$ cat config.mk
export PLATFORM = sky130hd
export DESIGN_NAME = key_sw_io
export DESIGN_NICKNAME = d
export VERILOG_FILES = /design/src/rtl/key_sw_io.sv
export SDC_FILE = /design/constraint.sdc
export NUM_CORES = 1
export LEC_CHECK = 0
export ABC_CLOCK_PERIOD_IN_PS = 10400
export CORE_MARGIN = 2
export CORE_UTILIZATION = 40
export DETAILED_ROUTE_END_ITERATION = 16
export GPL_TIMING_DRIVEN = 1
export SLEW_MARGIN = 20
export SYNTH_ARGS = -nofsm -noshare
export SYNTH_HDL_FRONTEND = slang
export SYNTH_SLANG_ARGS = --single-unit
$ cat constraint.sdc
create_clock -name CLK -period 10.4 [get_ports CLK]
set_clock_uncertainty 0.15 [all_clocks]
set_input_delay 2.08 -clock CLK [delete_from_list [all_inputs] [get_ports CLK]]
set_output_delay 2.08 -clock CLK [all_outputs]
set_load 0.01 [all_outputs]
$ cat src/rtl/key_sw_io.sv
// key_sw_io: memory-mapped KEY/SW input device. Synchronizes and debounces the
// board inputs, latches sticky key presses with overrun flags, raises IRQ.
module key_sw_io #(
  parameter int DBCYCLES = 100000,
  parameter int CW       = 17
) (
  input  logic        CLK,
  input  logic        RESET,
  input  logic [15:0] ADDR,
  input  logic [15:0] DIN,
  input  logic        WE,
  output logic [15:0] DOUT,
  output logic        SEL,
  input  logic [3:0]  KEY,
  input  logic [9:0]  SW,
  output logic        IRQ
);

  localparam logic [15:0]   A_KDATA  = 16'hFFF0;
  localparam logic [15:0]   A_SDATA  = 16'hFFF2;
  localparam logic [15:0]   A_KEDGE  = 16'hFFF4;
  localparam logic [15:0]   A_KCTRL  = 16'hFFF6;
  // bits [3:0] are keys (idle high), bits [13:4] are switches
  localparam logic [13:0]   RST_VAL  = 14'h000F;
  localparam logic [CW-1:0] CNT_LAST = CW'(DBCYCLES - 1);

  logic [13:0]   s1, s2, deb;
  logic [CW-1:0] cnt [14];
  logic [13:0]   upd;
  logic [3:0]    kedge, kovr, ie;
  logic [3:0]    press, clr;
  logic          wr_kedge, wr_kctrl;
  logic          unused_din;

  assign unused_din = ^DIN[15:4];

  always_comb begin
    upd = '0;
    for (int i = 0; i < 14; i++)
      upd[i] = (s2[i] != deb[i]) && (cnt[i] == CNT_LAST);
  end

  // a press is a debounced key falling from 1 to 0
  assign press    = upd[3:0] & deb[3:0];
  assign wr_kedge = WE && (ADDR == A_KEDGE);
  assign wr_kctrl = WE && (ADDR == A_KCTRL);
  assign clr      = wr_kedge ? DIN[3:0] : 4'h0;

  always_ff @(posedge CLK or posedge RESET) begin
    if (RESET) begin
      s1  <= RST_VAL;
      s2  <= RST_VAL;
      deb <= RST_VAL;
      for (int i = 0; i < 14; i++) cnt[i] <= '0;
    end else begin
      s1 <= {SW, KEY};
      s2 <= s1;
      for (int i = 0; i < 14; i++) begin
        if (s2[i] == deb[i]) begin
          cnt[i] <= '0;
        end else if (upd[i]) begin
          deb[i] <= s2[i];
          cnt[i] <= '0;
        end else begin
          cnt[i] <= cnt[i] + CW'(1);
        end
      end
    end
  end

  // a press on the same edge as its clear keeps kedge set but drops kovr
  always_ff @(posedge CLK or posedge RESET) begin
    if (RESET) begin
      kedge <= 4'h0;
      kovr  <= 4'h0;
      ie    <= 4'h0;
    end else begin
      for (int i = 0; i < 4; i++) begin
        if (press[i]) begin
          kedge[i] <= 1'b1;
          if (clr[i])        kovr[i] <= 1'b0;
          else if (kedge[i]) kovr[i] <= 1'b1;
        end else if (clr[i]) begin
          kedge[i] <= 1'b0;
          kovr[i]  <= 1'b0;
        end
      end
      if (wr_kctrl) ie <= DIN[3:0];
    end
  end

  always_comb begin
    SEL  = 1'b1;
    DOUT = 16'hDEAD;
    case (ADDR)
      A_KDATA: DOUT = {12'h000, deb[3:0]};
      A_SDATA: DOUT = {6'b000000, deb[13:4]};
      A_KEDGE: DOUT = {12'h000, kedge};
      A_KCTRL: DOUT = {8'h00, kovr, ie};
      default: SEL  = 1'b0;
    endcase
  end

  assign IRQ = |(kedge & ie);

endmodule

Word level (Yosys, flattened, before mapping)
Index checks and enable logic that the tools add are counted.

Add/sub/neg operators: 14. Equal/unequal tests: 46. Muxes and demuxes: 51. Bitwise gates (word level): 16. Reduce and logical (&&, ||, !) cells: 44.

Operators with widths (count): $mux W17 (28); $add A17 B1 Y17 const B (14); $eq A17 B17 Y1 const B (14); $eq A16 B16 Y1 const B (4); $pmux W16 S4 (1); $reduce_and A2 Y1 (18); $mux W1 (21); $logic_and A1 B1 Y1 (16); $reduce_bool A2 Y1 (8); $eq A1 B1 Y1 (14); $ne A1 B1 Y1 (14); $not A1 Y1 (14); $and A4 B4 Y4 (2); $reduce_or A4 Y1 (2); $mux W4 (1).

Register bits after elaboration: 292. Input bits: 49. Output and inout port bits: 18. Logic and storage cells: 210.

Longest topological paths before layout
Depth in word-level cells: 5. Depth in mapped cells: 7. Mapped depth without buffers: 5.

Worst setup path after synthesis
Ideal clock, no wire load.

Path type: input-to-output. Start point: input port ADDR[3]. End point: output port DOUT[11]. Arrival: 3282 ps. Required time: 8170 ps. Path slack: 4888 ps. Cell stages on the path: 5. Buffers on the path: 2. Cells stage by stage: or2_2 nor4_4 buf_2 inv_1 buf_4.

Longest elaborated chain between the ends: 2. Elaborated cells between the ends (all ways): 5. Classes of those cells: 4 x eq/ne; 1 x mux.

RTL lines: start: declaration (line 9) `input logic [15:0] ADDR,`; $eq A16 B16 Y1 (line 95) `case (ADDR)`; $pmux W16 S4 (*) (line 95); end: declaration (line 12) `output logic [15:0] DOUT,`.

Every way passes the cells marked *; elsewhere a longest branch is shown, timed or not.

Final worst setup path
Start point: input port ADDR[3]. End point: output port DOUT[8].

Same word-level chain as after synthesis.

==> results by group <==
Clock network
  – H-Tree Depth: 2
  – Bufs on Longest Clock Path: 3
  – Post-CTS Repair Setup Buffers: 0
  – Clock latency on the worst-skew pair: 0.51 ns
  – Clock root buffer: clkbuf_16
  – CTS tree: yes
  – CTS Buf Count: 34
  – Resized Gates After CTS: 0
  – CTS clk-pin slew, worst paths: 0.05 ns
  – Clk sinks: 292
  – Post-CTS Hold Buffers: 0

Setup path
  – Setup Crit Path Kind: input port to output pin
  – CP Launch Type: input port
  – Worst Setup End Kind: output pin
  – Reg2reg start: cnt[136]
  – Setup crit start: ADDR[3]
  – R2R cell count: 5
  – Crit-path max FO: 15
  – CP arrival: 4.79 ns
  – Critical Path RT: around 8 ns

Cells and area
  – Register area: 7320 sq um
  – Final Cell Area: 16100 sq um
  – Multi-input logic area: ~6400 sq um
  – FILL cells: between 3000 and 4000
  – Number of nets in the layout: 1471
  – Share of layout cells above drive strength 1: 8.58%
  – Layout area overhead: 15.2%

Floorplanning
  – Num ports: 67
  – Die area: 36500 sq um
  – Std cell rows: 68
  – Die X: 191 microns
  – Die Y-Extent: approximately 190 microns
  – Initial Utilization: 40.6%
  – Core ar.: 34500 sq um

Drt
  – DRT Wirelength: 26900 microns
  – Met3 routed WL: 1140 microns
  – DRT Pass-1 Iters: 5
  – Vias per cell: roughly 5.2
  – Met2 routed wirelength: 11900 microns
  – DR top layer: met5
  – Metal-1 WL: around 13000 microns
  – Routed Antenna Nets: 0
  – DR DRC count: 0
  – Post-DR wirelength/cell: 14.2 microns
  – Routed via count: 9880
  – Initial DRC count: approximately 510

STA
  – Max Fclk: between 100 and 150 MHz
  – Worst-margin pin slew: about 1.0 ns
  – Period utilisation layout: around two thirds
  – Hold WS: roughly 0.2 ns
  – Slew headroom: 31.4%
  – Slew Viols, Final: 0
  – Final min period: 7.02 ns
  – Final Hold Fails: 0
  – Final setup TNS: 0 ns
  – Unrepaired setup endpoints after global routing: no
  – Final setup fails: 0

Power
  – Leakage: approximately 6.5 nW
  – Pwr dens: ~150 nW/um^2
  – Max IR drop VDD: 0.118 mV

Yosys
  – Cells after synthesis: 1350
  – Most numerous cell in the Yosys netlist: dfrtp_1
  – Post-synth top area share: between 50% and 60%
  – Syn Nets: 1413
  – Synth area leaders: dfrtp_1 50%, xnor2_1 6.8%, nor2_1 6.2%, xor2_1 5.7%, nand4_1 3.2%
  – FFs w/ async S/R, synth: 100%
  – #FFs+latches synth: 292
  – Synth Warn #: 0
  – Ys flop type: dfrtp_1
  – Post-synthesis sequential area ratio: 52.3%
  – Mean Syn Cell Area: a little over 10 sq um
  – Netlist Area Pre-Place: 14000 sq um
  – Netlist cell types: 58
  – Most area-hungry cell type in the Yosys netlist: dfrtp_1
  – Most common library cells after synthesis: 280 x dfrtp_1, 233 x nor2_1, 108 x xnor2_1
  – EDFF count, synth: 0

Global route
  – First-pass GRT wire length: 47000 microns
  – Pin count of the biggest net entering global routing: 90
  – Vias in the first global route: between 9000 and 10000
  – Total global routing overflow: 0
  – Total Routing Usage GR: between 10% and 20%
  – Initial antenna violation count: 2

Placement
  – Placed inst area: around 15000 sq um
  – Routability cong.: 0.809
  – Post-DP HPWL: 17900 microns
  – IO buf count: 53

Worst hold path
  – HP Class: flip-flop to flip-flop
  – Hold Path Origin: s1[10]
  – Hold path depth: 0

Run status
  – Status: finished, final reports clean

Job
  – Max-cap check violation count: 0
==> where the power goes <==
group	switching, mW	internal, mW	leakage, nW
Clock	0.472	0.742	0.555
Combinational	0.0583	0.0322	2.05
Sequential	0.0169	1.16	3.93
Total	0.547	1.93	6.53
==> routing by layer <==
metal / vias up / global-route usage [%]
li1: 4895 / -
met1: 4796 / 22.2
met2: 145 / 23.6
met3: 42 / 2.99
met4: 2 / 4.56
met5: - / 0
==> final timing paths <==
check | endpoint | slack, ns
worst max-delay path | DOUT[8] | 3.38
worst min-delay path | s2[10] | 0.20
worst max register to register | cnt[143] | 8.05
worst min register to register | s2[10] | 0.20
max in group asynchronous | cnt[116] | 6.79
min in group asynchronous | cnt[12] | 1.89
==> layout make-up <==
class                      instances  share of cell area [%]
clock buffer                      45                    5.84
antenna                            1                  0.0155
sequential                       292                    45.4
multi-input combinational        996                    39.8
timing repair buffer              56                    3.43
tap                              455                    3.53
inverter                          28                   0.698
clock inverter                    16                    1.29
==> registers in the layout, indices dropped and copies added (netlist names) <==
| name | flops |
|---|---|
| cnt | 238 |
| deb | 14 |
| ie | 4 |
| kedge | 4 |
| kovr | 4 |
| s1 | 14 |
| s2 | 14 |
==> layout by cell type (no fill, tap or decap), types with 27 or more instances in the layout <==
cell and instances:
dfrtp_1 280, nor2_1 233, xnor2_1 108, xor2_1 91, nand2_1 83, nand3_1 78
nand4_1 71, clkdlybuf4s50_1 53, and4_1 39, nor3_1 38, clkbuf_16 34, nor4_1 33
inv_1 27
==> worst max-delay path, cell delays in order <==
cell and delay (ns):
clkdlybuf4s50_1 0.39, or2_2 0.32, nor4_4 0.90, nand2_1 0.23, nor3b_1 0.28, clkdlybuf4s50_1 0.59
==> cells by family (layout without fill, tap and decap cells) <==
kind of cell,Yosys count,count (layout),share of synthesized area (%)
buf+inv,62,145,1.92
simple gates,687,687,26.3
compound gates,68,68,3.30
fa+ha+maj,14,14,1.25
mux,27,27,2.47
flops,292,292,52.3
other cells,1,2,0.0268
xor+xnor,199,199,12.4
==> metrics by stage <==
stage / setup slack (ns) / total power [mW] / utilization [%] / std cells
final: 3.38 / 2.48 / 46.7 / 1889
after global routing: 3.23 / 2.59 / 46.7 / 1888
after CTS: 3.37 / 2.52 / 46.7 / 1888
after detailed placement: 3.40 / 1.29 / 43.4 / 1827
after global placement: 3.35 / 1.29 / 43.4 / 1827
after floorplan: 0.127 / 1.25 / - / 1350
(Power assumes the default switching activity.)
